--- src/rtl/alu_pkg.sv ---
// Shared ALU definitions: data widths, opcode values and the bridge FSM state encoding.
package alu_pkg;

    localparam int NB_DATA     = 8;
    localparam int NB_OP       = 6;
    localparam int NB_DATA_OUT = 9;

    localparam logic [NB_OP-1:0] ADD = 6'b100000;
    localparam logic [NB_OP-1:0] SUB = 6'b100010;
    localparam logic [NB_OP-1:0] AND = 6'b100100;
    localparam logic [NB_OP-1:0] OR  = 6'b100101;
    localparam logic [NB_OP-1:0] XOR = 6'b100110;
    localparam logic [NB_OP-1:0] SRA = 6'b000011;
    localparam logic [NB_OP-1:0] SRL = 6'b000010;
    localparam logic [NB_OP-1:0] NOR = 6'b100111;

    // Ordered so that every state from EVAL upward is a busy state.
    localparam logic [2:0] WAIT_A  = 3'd0;
    localparam logic [2:0] WAIT_B  = 3'd1;
    localparam logic [2:0] WAIT_OP = 3'd2;
    localparam logic [2:0] EVAL    = 3'd3;
    localparam logic [2:0] SEND_LO = 3'd4;
    localparam logic [2:0] WAIT_LO = 3'd5;
    localparam logic [2:0] SEND_HI = 3'd6;
    localparam logic [2:0] WAIT_HI = 3'd7;

endpackage

--- src/rtl/alu_uart_bridge.sv ---
// Collects A, B and the opcode from the UART receiver, holds them for the ALU and
// returns the 9-bit result to the UART transmitter as two bytes, low byte first.
//
// state   | meaning
// WAIT_A  | idle, next rx byte is operand A
// WAIT_B  | next rx byte is operand B
// WAIT_OP | next rx byte is the opcode
// EVAL    | ALU inputs settled, capture result, launch low byte
// SEND_LO | low byte start pulse is on the output
// WAIT_LO | waiting for low byte to finish, then launch high byte
// SEND_HI | high byte start pulse is on the output
// WAIT_HI | waiting for high byte to finish
module alu_uart_bridge
    import alu_pkg::*;
#(
    parameter int NB_DATA     = alu_pkg::NB_DATA,
    parameter int NB_OP       = alu_pkg::NB_OP,
    parameter int NB_DATA_OUT = alu_pkg::NB_DATA_OUT
) (
    input  logic                   i_clk,
    input  logic                   i_rst_n,
    input  logic [NB_DATA-1:0]     i_rx_data,
    input  logic                   i_rx_done,
    output logic [NB_DATA-1:0]     o_data_a,
    output logic [NB_DATA-1:0]     o_data_b,
    output logic [NB_OP-1:0]       o_code,
    input  logic [NB_DATA_OUT-1:0] i_alu_result,
    output logic [NB_DATA-1:0]     o_tx_data,
    output logic                   o_tx_start,
    input  logic                   i_tx_done,
    output logic                   o_rx_drop,
    output logic                   o_busy
);

    logic [2:0]             state;
    logic [NB_DATA_OUT-1:0] result;

    always_ff @(posedge i_clk or negedge i_rst_n) begin
        if (!i_rst_n) begin
            state      <= WAIT_A;
            o_data_a   <= '0;
            o_data_b   <= '0;
            o_code     <= '0;
            result     <= '0;
            o_tx_data  <= '0;
            o_tx_start <= 1'b0;
            o_rx_drop  <= 1'b0;
            o_busy     <= 1'b0;
        end else begin
            o_tx_start <= 1'b0;
            o_rx_drop  <= 1'b0;
            case (state)
                WAIT_A: if (i_rx_done) begin
                    o_data_a <= i_rx_data;
                    state    <= WAIT_B;
                end
                WAIT_B: if (i_rx_done) begin
                    o_data_b <= i_rx_data;
                    state    <= WAIT_OP;
                end
                WAIT_OP: if (i_rx_done) begin
                    o_code <= i_rx_data[NB_OP-1:0];
                    o_busy <= 1'b1;
                    state  <= EVAL;
                end
                // The low byte is launched straight from the ALU output so the
                // start pulse coincides with entry to SEND_LO.
                EVAL: begin
                    result     <= i_alu_result;
                    o_tx_data  <= i_alu_result[NB_DATA-1:0];
                    o_tx_start <= 1'b1;
                    state      <= SEND_LO;
                end
                SEND_LO: state <= WAIT_LO;
                WAIT_LO: if (i_tx_done) begin
                    o_tx_data  <= {{(NB_DATA-1){1'b0}}, result[NB_DATA_OUT-1]};
                    o_tx_start <= 1'b1;
                    state      <= SEND_HI;
                end
                SEND_HI: state <= WAIT_HI;
                WAIT_HI: if (i_tx_done) begin
                    o_busy <= 1'b0;
                    state  <= WAIT_A;
                end
                default: state <= WAIT_A;
            endcase
            if (i_rx_done && state >= EVAL)
                o_rx_drop <= 1'b1;
        end
    end

endmodule
--- config.mk ---
export PLATFORM = sky130hd
export DESIGN_NAME = alu_uart_bridge
export DESIGN_NICKNAME = d
export VERILOG_FILES = /design/src/rtl/alu_pkg.sv /design/src/rtl/alu_uart_bridge.sv
export SDC_FILE = /design/constraint.sdc
export NUM_CORES = 1
export LEC_CHECK = 0
export CELL_PAD_IN_SITES_DETAIL_PLACEMENT = 0
export CELL_PAD_IN_SITES_GLOBAL_PLACEMENT = 1
export CORE_MARGIN = 1.5
export CORE_UTILIZATION = 37
export CTS_CLUSTER_SIZE = 14
export DETAILED_ROUTE_END_ITERATION = 10
export PLACE_DENSITY = 0.83
export SYNTH_ARGS = -nofsm -noshare
export SYNTH_HDL_FRONTEND = slang
export SYNTH_SLANG_ARGS = --single-unit
export TNS_END_PERCENT = 100
--- constraint.sdc ---
create_clock -name i_clk -period 2.75 [get_ports i_clk]
set_input_delay 0.55 -clock i_clk [delete_from_list [all_inputs] [get_ports i_clk]]
set_output_delay 0.55 -clock i_clk [all_outputs]
set_load 0.03 [all_outputs]
# Word level (Yosys, flattened, before mapping)
# Index checks and enable logic that the tools add are counted.
dict set report word_totals {
  n_memories 0
  word_cells 46
  ramBits 0
  latch_bits 0
  romBits 0
  regBits 45
  output_inout_bits 33
  inputBits 21
}
dict set report op_classes {
  n_mul 0
  n_eq_ne 12
  addsub 0
  bitwise 0
  n_shift 0
  div_mod_pow 0
  magnitude_cmp 1
  n_reduce_logical 10
  n_mux 14
}
# operator n
set op_table {}
lappend op_table {{one-hot mux 3 bit (8 select lines)} 1}
lappend op_table {{one-hot mux 8 bit (2 select lines)} 1}
lappend op_table {{two-way mux 3 bit} 5}
lappend op_table {{equality test 3 bit, second input constant} 4}
lappend op_table {{inequality test 2 bit, second input constant} 5}
lappend op_table {{two-way mux 8 bit} 1}
lappend op_table {{AND reduction 2 bit} 4}
lappend op_table {{equality test 3 x 2 -> 1 bit, second input constant} 2}
lappend op_table {{AND reduction 5 bit} 1}
lappend op_table {{two-way mux 1 bit} 4}
lappend op_table {{one-hot mux 1 bit (2 select lines)} 2}
lappend op_table {{nonzero test 2 bit} 2}
lappend op_table {{equality test 3 x 1 -> 1 bit, second input constant} 1}
lappend op_table {{>= comparator 3 x 2 -> 1 bit, second input constant} 1}
lappend op_table {{logical NOT 3 bit} 1}
lappend op_table {{AND reduction 3 bit} 1}
lappend op_table {{logical AND 1 bit} 1}

# Longest topological paths before layout
# Gate-level depths: netlist of run 1.
dict set report logic_depth {
  ltp_word 3
  ltp_mapped 5
  ltp_nobuf 3
}

# Worst setup path before layout of run 1
# No wires, ideal clock.
dict set report synth_path {
  path_kind {input-to-reg}
  start {input i_rx_done}
  end {register o_code[0]}
  setup_time_ns 0.125
  t_arrival_ns 1.432
  stages 3
  n_path_buf 0
  t_required_ns 2.625
  slack_ns 1.193
  cell_sequence {nor2b_2 -> nor3b_2 -> mux2_2}
}
dict set report synth_between {
  elab_chain_len 1
}
# item line
set synth_lines {}
lappend synth_lines {{start: declaration} alu_uart_bridge.sv:23} ;# input logic i_rx_done,
lappend synth_lines {{AND reduction 2 bit (no line)} --}
lappend synth_lines {{end signal: assignment} alu_uart_bridge.sv:62} ;# o_code <= i_rx_data[NB_OP-1:0];
lappend synth_lines {{end: declaration} alu_uart_bridge.sv:26} ;# output logic [NB_OP-1:0] o_code,
# Every way passes these cells.
# A chain may end at the register's enable or synchronous reset.

# Final worst setup path of run 1
dict set report layout_path {
  start {input i_rx_done}
  end {register o_code[2]}
}
# The elaborated chain is that of the path after synthesis.

==> results of run 1 <==
layout make-up:
type | instances | area [um2]
fillers | 356 | 1795
flip-flops and latches | 37 | 925.9
multi-input cells | 67 | 560.5
repair buffers | 54 | 533.0
clock buffers | 7 | 86.33
well taps | 50 | 62.56
inverters | 2 | 7.507
worst max-delay path, cell delays in order:
cell                              delay (ns)
sky130_fd_sc_hd__clkdlybuf4s50_1        0.55
sky130_fd_sc_hd__nor2b_2                0.23
sky130_fd_sc_hd__nor3b_2                0.51
sky130_fd_sc_hd__mux2_2                 0.40
through the flow:
| step | hold slack, ns | util [%] |
|---|---|---|
| global route | 0.4084 | 54.79 |
| global placement | 0.4763 | 52.62 |
| finish | 0.3589 | 54.79 |
| CTS | 0.3766 | 54.79 |
| detailed placement | 0.4826 | 52.62 |
| floorplan | 0.2544 | - |
worst paths after layout:
path | end | startpoint | slack, ns
min in group i_clk | o_tx_data[0] | o_tx_data[0] | 0.49
worst max register to register | o_code[2] | state[2] | 0.96
worst max-delay path | o_code[2] | i_rx_done | 0.67
worst min-delay path | result[8] | i_rst_n | 0.36
worst min register to register | o_tx_data[0] | o_tx_data[0] | 0.49
max in group asynchronous | o_data_a[5] | i_rst_n | 1.88
sequential cells by signal, summed over array words and instances (netlist names):
| register | cells |
|---|---|
| o_busy | 1 |
| o_rx_drop | 1 |
| o_data_a | 8 |
| o_tx_data | 8 |
| o_code | 6 |
| o_tx_start | 1 |
| state | 3 |
| result | 1 |
| o_data_b | 8 |
power breakdown:
| group | internal [W] | leakage, nW | switching [W] |
|---|---|---|---|
| combinational | 0.000641 | 0.393 | 0.000719 |
| clock | 0.000199 | 0.0443 | 0.000175 |
| sequential | 0.000784 | 0.453 | 0.000208 |
| total | 0.00162 | 0.891 | 0.00110 |
layer usage:
metal  track usage [%]  part of all wire, %  vias to the layer above
met5                 0                    0                        -
met4             5.357                  1.2                        0
met3             7.939                  8.8                        4
met2             26.98                   47                       47
met1             20.33                   43                      538
li1                  -                    -                      515
synth_stat cells:
library cell / instances
sky130_fd_sc_hd__nor3b_1: 1
sky130_fd_sc_hd__a21oi_1: 9
sky130_fd_sc_hd__o21ai_0: 2
sky130_fd_sc_hd__nor2b_2: 1
sky130_fd_sc_hd__o2bb2ai_1: 1
sky130_fd_sc_hd__nand4b_1: 1
sky130_fd_sc_hd__clkbuf_1: 2
sky130_fd_sc_hd__buf_2: 1
sky130_fd_sc_hd__nor3b_4: 1
sky130_fd_sc_hd__a221o_1: 1
sky130_fd_sc_hd__mux2_2: 24
sky130_fd_sc_hd__nand2_1: 10
sky130_fd_sc_hd__dfrtp_1: 37
sky130_fd_sc_hd__and2_1: 1
sky130_fd_sc_hd__nor4b_4: 1
sky130_fd_sc_hd__o22ai_1: 7
sky130_fd_sc_hd__o21a_1: 2
sky130_fd_sc_hd__nor3b_2: 1
sky130_fd_sc_hd__inv_2: 1
sky130_fd_sc_hd__nand3b_1: 2
sky130_fd_sc_hd__o41ai_1: 1
sky130_fd_sc_hd__nor4bb_1: 1
sky130_fd_sc_hd__buf_4: 2
sky130_fd_sc_hd__inv_1: 1
cells by family (layout without fill, tap and decap cells):
| kind of cell | count (synthesis) | in the layout | share of synthesized area, % |
|---|---|---|---|
| AO/OA/AOI/OAI | 23 | 23 | 9.292 |
| flip-flops | 37 | 37 | 60.86 |
| AND/OR/NAND/NOR | 20 | 20 | 9.787 |
| buffers and inverters | 7 | 63 | 2.302 |
| multiplexers | 24 | 24 | 17.76 |
==> impl_metrics.csv, run 1 <==
group,metric,value,unit
clocking,post_cts_resized,0,
placed_design,dp_hpwl,2383,um
clocking,insertion_delay,0.28,ns
floorplanning,coreArea,3971,um2
sta,finClkSkew,0.003233,ns
yosys,yosysUniqueCellTypes,24,
final_layout,antenna-diode-count,0,
route,drcViolationCount,0,
clocking,clkSinkCount,37,
power,cellPowerDensity,1253,nW/um2
route,detailroute.via_count,1104,
route,avgViaCountPerCell,5.088,
sta,period_share,75.46,%
placed_design,gp_routability_congestion,0.7148,
worst_setup_path,crit_type,"in2reg",
power,vdd_ir_drop_max,552.8,uV
yosys,synth_area_leaders,"sky130_fd_sc_hd__dfrtp_1 61%, sky130_fd_sc_hd__mux2_2 18%, sky130_fd_sc_hd__a21oi_1 3.0%, sky130_fd_sc_hd__o22ai_1 2.9%, sky130_fd_sc_hd__nand2_1 2.5%",
final_layout,finish.instance_area,2176,um2
yosys,postSynthCellCount,111,
clocking,htreeDepth,2,
final_layout,fin_nets,188,
sta,fin_tns_setup,0,ns
sta,fmax,0.4819,GHz
clocking,postCtsHoldBufs,0,
floorplanning,initial_core_util,38.31,%
worst_hold_path,min_path_type,"in2async",
worst_setup_path,cp_launch_type,"input port",
route,drt-pass1-iter-count,4,
grt,maximum_number_of_pins_on_one_net_before_global_route_repair,38,
sta,max_slew_margin,45.84,%
yosys,synth.ff_latch_count,37,
yosys,synth_top_area_share,60.86,%
grt,wire_length_of_the_first_global_routing_pass,5492,um
placed_design,instance_area_after_placement,2090,um2
clocking,master_cell_of_the_clock_root_buffer,"sky130_fd_sc_hd__clkbuf_8",
run,number_of_violations_of_the_max_capacitance_limit,0,
worst_setup_path,setup.worst_path.end_class,"flip-flop",
route,drt.antenna.violating_nets,0,
final_layout,final-instance-count-excl-fill,217,
grt,globalRouteTotalUtil,16.94,%
clocking,cts.reportedPaths.clkPinSlew,0.07,ns
final_layout,mostFrequentLayoutCells,"52 x sky130_fd_sc_hd__clkdlybuf4s50_1, 37 x sky130_fd_sc_hd__dfrtp_1, 24 x sky130_fd_sc_hd__mux2_2, 10 x sky130_fd_sc_hd__nand2_1, 9 x sky130_fd_sc_hd__a21oi_1",
sta,unrepaired_setup_endpoints_after_global_routing,"false",
yosys,synth.avg_cell_area,13.71,um2
floorplanning,die-area,4506,um2
yosys,synthesis.nets,132,
outcome,outcome,"completed",
yosys,yosys_warnings,0,
sta,setup_viol,0,
power,static-leakage-power,0.8909,nW
yosys,post-synth-top-area-cell,"sky130_fd_sc_hd__dfrtp_1",
placed_design,place.port_buffers,53,
clocking,cts_tree,"yes",
grt,antenna_found_initial,0,
route,number_of_drc_markers_after_the_initial_detailed_route_iteration,65,
placed_design,numPlacedInstances,210,
sta,tightestPinTransition,0.8124,ns
grt,first_global_vias,1131,
worst_setup_path,ff2ff_path_depth,2,
route,drt-total-wl,3390,um
sta,post-route-min-period,2.075,ns
sta,fin_ws,0.6749,ns
placed_design,dpl_worst_slack,0.3719,ns
floorplanning,placement_rows,23,
floorplanning,chipHeight,67.13,um
sta,slew_viol_final,0,
worst_setup_path,cp.required,2.92,ns
yosys,netlist_area,1521,um2
grt,grt.overflow.total,0,
clocking,cts.path.max_buffers,2,
final_layout,layout_commonest_cell,"sky130_fd_sc_hd__clkdlybuf4s50_1",
floorplanning,num_io_pins,54,
sta,hold_violations,0,
clocking,cts_setup_buffers,0,
yosys,ys_seq_area_share,60.86,%
floorplanning,dieWidth,67.13,um
power,fin_total_pwr,0.002727,W
final_layout,final_layout_size_suffix_gt1_share,22.16,%
route,avgRoutedWirePerCell,15.62,um
clocking,tritoncts.num_buffers,5,
worst_setup_path,crit_fanout,6,
worst_setup_path,cp.arrival,2.24,ns
final_layout,area_delta_synth_final,43.01,%
No activity file was read; power rests on OpenSTA's default activity.
==> run 2, diff against run 1 <==
--- a/config.mk
+++ b/config.mk
@@ -8,10 +8,10 @@
 export CELL_PAD_IN_SITES_DETAIL_PLACEMENT = 0
 export CELL_PAD_IN_SITES_GLOBAL_PLACEMENT = 1
 export CORE_MARGIN = 1.5
-export CORE_UTILIZATION = 37
+export CORE_UTILIZATION = 31
 export CTS_CLUSTER_SIZE = 14
 export DETAILED_ROUTE_END_ITERATION = 10
-export PLACE_DENSITY = 0.83
+export PLACE_DENSITY = 0.74
 export SYNTH_ARGS = -nofsm -noshare
 export SYNTH_HDL_FRONTEND = slang
 export SYNTH_SLANG_ARGS = --single-unit
==> constraint.sdc (replaced) <==
create_clock -name i_clk -period 1.9 [get_ports i_clk]
set_input_delay 0.38 -clock i_clk [delete_from_list [all_inputs] [get_ports i_clk]]
set_output_delay 0.38 -clock i_clk [all_outputs]
set_load 0.03 [all_outputs]
==> impl_metrics.csv, run 2 (synthesis gave the netlist of run 1 again) <==
group,metric,value,unit
placed_design,dp_hpwl,2571,um
worst_setup_path,crit_type,"reg2out",
sta,post-route-min-period,1.736,ns
worst_setup_path,crit_fanout,3,
route,avgRoutedWirePerCell,15.18,um
final_layout,final_layout_size_suffix_gt1_share,25.71,%
final_layout,area_delta_synth_final,49.26,%
sta,tightestPinTransition,0.4886,ns
final_layout,antenna-diode-count,0,
worst_setup_path,cp_slowest_stage_delay,0.68,ns
sta,max_slew_margin,67.42,%
floorplanning,coreArea,4723,um2
route,avgViaCountPerCell,4.711,
clocking,cts_setup_buffers,0,
clocking,postCtsHoldBufs,0,
placed_design,gp_routability_congestion,0.7488,
grt,globalRouteTotalUtil,14.64,%
worst_setup_path,setup.worst_path.end_class,"output pin",
worst_setup_path,cp.arrival,1.36,ns
clocking,insertion_delay,0.29,ns
sta,period_share,91.34,%
clocking,tritoncts.num_buffers,5,
placed_design,instance_area_after_placement,2188,um2
grt,first_global_vias,1223,
final_layout,layout_commonest_cell,"sky130_fd_sc_hd__clkdlybuf4s50_1",
final_layout,mostFrequentLayoutCells,"52 x sky130_fd_sc_hd__clkdlybuf4s50_1, 37 x sky130_fd_sc_hd__dfrtp_1, 24 x sky130_fd_sc_hd__mux2_2, 10 x sky130_fd_sc_hd__nand2_1, 9 x sky130_fd_sc_hd__a21oi_1",
power,static-leakage-power,0.9319,nW
floorplanning,dieWidth,73.06,um
floorplanning,die-area,5337,um2
worst_hold_path,min_path_type,"in2async",
route,number_of_drc_markers_after_the_initial_detailed_route_iteration,45,
sta,unrepaired_setup_endpoints_after_global_routing,"false",
route,drcViolationCount,0,
final_layout,biggestRegsByFlops,"o_data_a x8, o_data_b x8, o_tx_data x8",
worst_setup_path,critPathTopFamily,"buffers and inverters",
floorplanning,initial_core_util,32.21,%
worst_setup_path,slowest_stage,"sky130_fd_sc_hd__clkdlybuf4s50_1",
sta,hold_violations,0,
worst_setup_path,cp.required,1.52,ns
outcome,outcome,"completed",
grt,maximum_number_of_pins_on_one_net_before_global_route_repair,38,
clocking,clkSinkCount,37,
sta,timing.hold.ws,0.1258,ns
final_layout,finish.instance_area,2271,um2
floorplanning,chipHeight,73.06,um
sta,fin_tns_setup,0,ns
grt,antenna_found_initial,0,
route,drt-pass1-iter-count,3,
clocking,cts.reportedPaths.clkPinSlew,0.07,ns
worst_setup_path,crit_chain,"clkdlybuf4s50_1",
grt,wire_length_of_the_first_global_routing_pass,5865,um
worst_setup_path,path_buf_inv,1,
clocking,master_cell_of_the_clock_root_buffer,"sky130_fd_sc_hd__clkbuf_8",
clocking,cts.path.max_buffers,2,
sta,finClkSkew,0.007201,ns
run,number_of_violations_of_the_max_capacitance_limit,0,
power,cellPowerDensity,1769,nW/um2
placed_design,place.port_buffers,53,
route,drt-total-wl,3674,um
final_layout,fillerInstances,426,
sta,slew_viol_final,0,
clocking,htreeDepth,2,
clocking,post_cts_resized,0,
route,detailroute.via_count,1140,
worst_setup_path,cp_launch_type,"flip-flop",
final_layout,fin_nets,195,
sta,fmax,0.5762,GHz
floorplanning,num_io_pins,54,
sta,setup_viol,0,
grt,grt.overflow.total,0,
floorplanning,placement_rows,25,
route,drt.antenna.violating_nets,0,
clocking,cts_tree,"yes",
power,vdd_ir_drop_max,1052,uV
==> run 2: cell count changes in the layout (fill, tap and decap cells not counted) <==
cell and change:
sky130_fd_sc_hd__buf_4 +5, sky130_fd_sc_hd__clkinv_2 +2, sky130_fd_sc_hd__clkbuf_8 -1, sky130_fd_sc_hd__buf_12 +2
==> run 2: worst paths after layout <==
path                         startpoint           end  slack (ns)  cells after the start
min                             i_rst_n  o_tx_data[3]        0.13                      2
min in group i_clk         o_tx_data[0]  o_tx_data[0]        0.50                      1
min reg2reg                o_tx_data[0]  o_tx_data[0]        0.50                      1
max                        o_tx_data[6]  o_tx_data[6]        0.16                      1
max in group asynchronous       i_rst_n     o_code[5]        1.44                      2
max reg2reg                    state[2]   o_data_b[4]        0.30                      3
==> run 2: power by group <==
group	switching [W]	leakage (nW)	internal (W)
clock	0.000272	0.0450	0.000254
combinational	0.00108	0.434	0.000982
sequential	0.000290	0.453	0.00114
total	0.00165	0.932	0.00237
==> run 2: worst register-to-register path, delay by kind of cell (launching register included) <==
family        cells  cell delay (ns)
flops             1             0.56
buf+inv           1             0.18
mux               1             0.34
simple gates      1             0.41
==> run 2: area by class of cell <==
cell class	count	area [um2]	share of cell area [%]
Timing Repair Buffer	61	610.6	26.89
Sequential cell	37	925.9	40.77
Inverter	2	7.507	0.3306
Clock inverter	2	10.01	0.4408
Clock buffer	6	72.57	3.196
Multi-Input combinational cell	67	560.5	24.68
Tap cell	67	83.83	3.691
==> run 2: layer usage <==
metal  track usage (%)  wire (um)  vias to the layer above
li1                  -          -                      534
met4             4.822         47                        0
met3             6.354        333                        5
met1             16.52       1524                      555
met5                 0          0                        -
met2             24.75       1769                       46
==> run 2: per-stage QoR <==
stage          power [W]  util, %  cells  setup WS (ns)
6_report        0.004018    48.08    242         0.1645
5_1_grt         0.004237    48.08    242         0.1084
4_1_cts         0.004070    48.08    242         0.1396
3_5_place_dp    0.003510    46.33    234       -0.05404
3_3_place_gp    0.003443    46.33    234      -0.004827
2_1_floorplan   0.002629        -    111         0.4171
==> run 3, diff against run 2 <==
--- a/config.mk
+++ b/config.mk
@@ -7,6 +7,7 @@
 export LEC_CHECK = 0
 export CELL_PAD_IN_SITES_DETAIL_PLACEMENT = 0
 export CELL_PAD_IN_SITES_GLOBAL_PLACEMENT = 1
+export CORE_ASPECT_RATIO = 1.4
 export CORE_MARGIN = 1.5
 export CORE_UTILIZATION = 31
 export CTS_CLUSTER_SIZE = 14
==> impl_metrics.csv, run 3 (synthesis gave the netlist of run 1 again) <==
group,metric,value,unit
outcome,outcome,"completed",
worst_setup_path,setup.worst_path.end_class,"output pin",
grt,globalRouteTotalUtil,14.27,%
sta,tightestPinTransition,0.4585,ns
clocking,master_cell_of_the_clock_root_buffer,"sky130_fd_sc_hd__clkbuf_8",
power,static-leakage-power,0.9265,nW
clocking,cts.reportedPaths.clkPinSlew,0.06,ns
worst_setup_path,crit_chain,"clkdlybuf4s50_1",
worst_setup_path,crit_type,"reg2out",
sta,timing.hold.ws,0.1310,ns
final_layout,final_layout_size_suffix_gt1_share,24.86,%
clocking,cts_tree,"yes",
sta,max_slew_margin,69.43,%
floorplanning,chipHeight,85.89,um
route,avgViaCountPerCell,4.722,
grt,wire_length_of_the_first_global_routing_pass,5858,um
sta,post-route-min-period,1.716,ns
floorplanning,placement_rows,30,
final_layout,mostFrequentLayoutCells,"52 x sky130_fd_sc_hd__clkdlybuf4s50_1, 37 x sky130_fd_sc_hd__dfrtp_1, 24 x sky130_fd_sc_hd__mux2_2, 10 x sky130_fd_sc_hd__nand2_1, 9 x sky130_fd_sc_hd__a21oi_1",
clocking,clkSinkCount,37,
grt,antenna_found_initial,0,
floorplanning,die-area,5343,um2
final_layout,finish.instance_area,2263,um2
worst_setup_path,slowest_stage,"sky130_fd_sc_hd__clkdlybuf4s50_1",
worst_setup_path,cp_slowest_stage_delay,0.68,ns
final_layout,multi_input_comb_area,560.5,um2
sta,period_share,90.33,%
placed_design,instance_area_after_placement,2177,um2
worst_setup_path,cp_launch_type,"flip-flop",
worst_hold_path,min_path_type,"in2async",
final_layout,fin_nets,194,
worst_setup_path,cp.required,1.52,ns
clocking,cts_setup_buffers,0,
placed_design,place.port_buffers,53,
clocking,cts.path.max_buffers,2,
final_layout,biggestRegsByFlops,"o_data_a x8, o_data_b x8, o_tx_data x8",
final_layout,antenna-diode-count,0,
route,avgRoutedWirePerCell,14.15,um
sta,finClkSkew,0.002250,ns
floorplanning,coreArea,4767,um2
clocking,post_cts_resized,0,
sta,setup_viol,0,
power,vdd_ir_drop_max,785.8,uV
route,number_of_drc_markers_after_the_initial_detailed_route_iteration,24,
clocking,tritoncts.num_buffers,5,
worst_setup_path,path_buf_inv,1,
route,drt.antenna.violating_nets,0,
clocking,postCtsHoldBufs,0,
floorplanning,dieWidth,62.21,um
route,drt-pass1-iter-count,5,
final_layout,area_delta_synth_final,48.77,%
final_layout,layout.area.seq,925.9,um2
sta,fmax,0.5826,GHz
worst_setup_path,cp.arrival,1.34,ns
route,drcViolationCount,0,
final_layout,fillerInstances,466,
floorplanning,num_io_pins,54,
clocking,htreeDepth,2,
placed_design,gp_routability_congestion,0.7202,
final_layout,final_standard_cell_utilization_of_the_core,47.48,%
sta,hold_violations,0,
worst_setup_path,crit_fanout,3,
worst_setup_path,critPathTopFamily,"buffers and inverters",
grt,maximum_number_of_pins_on_one_net_before_global_route_repair,38,
run,number_of_violations_of_the_max_capacitance_limit,0,
final_layout,layout_commonest_cell,"sky130_fd_sc_hd__clkdlybuf4s50_1",
power,cellPowerDensity,1757,nW/um2
route,detailroute.via_count,1119,
floorplanning,initial_core_util,31.92,%
grt,grt.overflow.total,0,
sta,slew_viol_final,0,
clocking,insertion_delay,0.28,ns
route,drt-total-wl,3353,um
sta,unrepaired_setup_endpoints_after_global_routing,"false",
placed_design,dp_hpwl,2502,um
grt,first_global_vias,1188,
-- run 3: final timing paths --
check | cells after the start | to | startpoint | slack [ns]
worst max-delay path | 1 | o_busy | o_busy | 0.18
worst min-delay path | 2 | o_tx_data[0] | i_rst_n | 0.13
worst max register to register | 4 | o_code[1] | state[1] | 0.37
worst min register to register | 1 | o_tx_data[0] | o_tx_data[0] | 0.50
max in group asynchronous | 2 | o_data_a[2] | i_rst_n | 1.44
min in group i_clk | 1 | o_tx_data[0] | o_tx_data[0] | 0.50
-- run 3: cell type report --
class / count / area share [%]
timing repair buffer: 60 / 26.64
sequential: 37 / 40.91
multi-input combinational: 67 / 24.77
clock buffer: 7 / 3.814
tap: 64 / 3.538
inverter: 2 / 0.3317
-- run 3: through the flow --
stage	power, W	instances	worst slack [ns]	setup TNS [ns]
after detailed placement	0.003491	230	-0.09150	-0.9604
final	0.003977	237	0.1837	0
after global routing	0.004225	237	0.1301	0
after global placement	0.003443	230	-0.01769	-0.1528
after floorplan	0.002629	111	0.4171	0
after CTS	0.004042	237	0.1649	0
-- run 3: metal layers --
| metal | GRT usage [%] | wire length [um] | up-vias |
|---|---|---|---|
| met3 | 4.987 | 225 | 6 |
| met2 | 25.40 | 1751 | 43 |
| met5 | 0 | 0 | - |
| met1 | 15.43 | 1312 | 549 |
| met4 | 6.061 | 63 | 0 |
| li1 | - | - | 521 |
-- run 3: where the power goes --
part           switching (W)  internal, W  leakage [nW]
clock network       0.000242     0.000287        0.0443
logic                0.00107     0.000980         0.429
registers           0.000258      0.00114         0.453
total                0.00157      0.00240         0.926
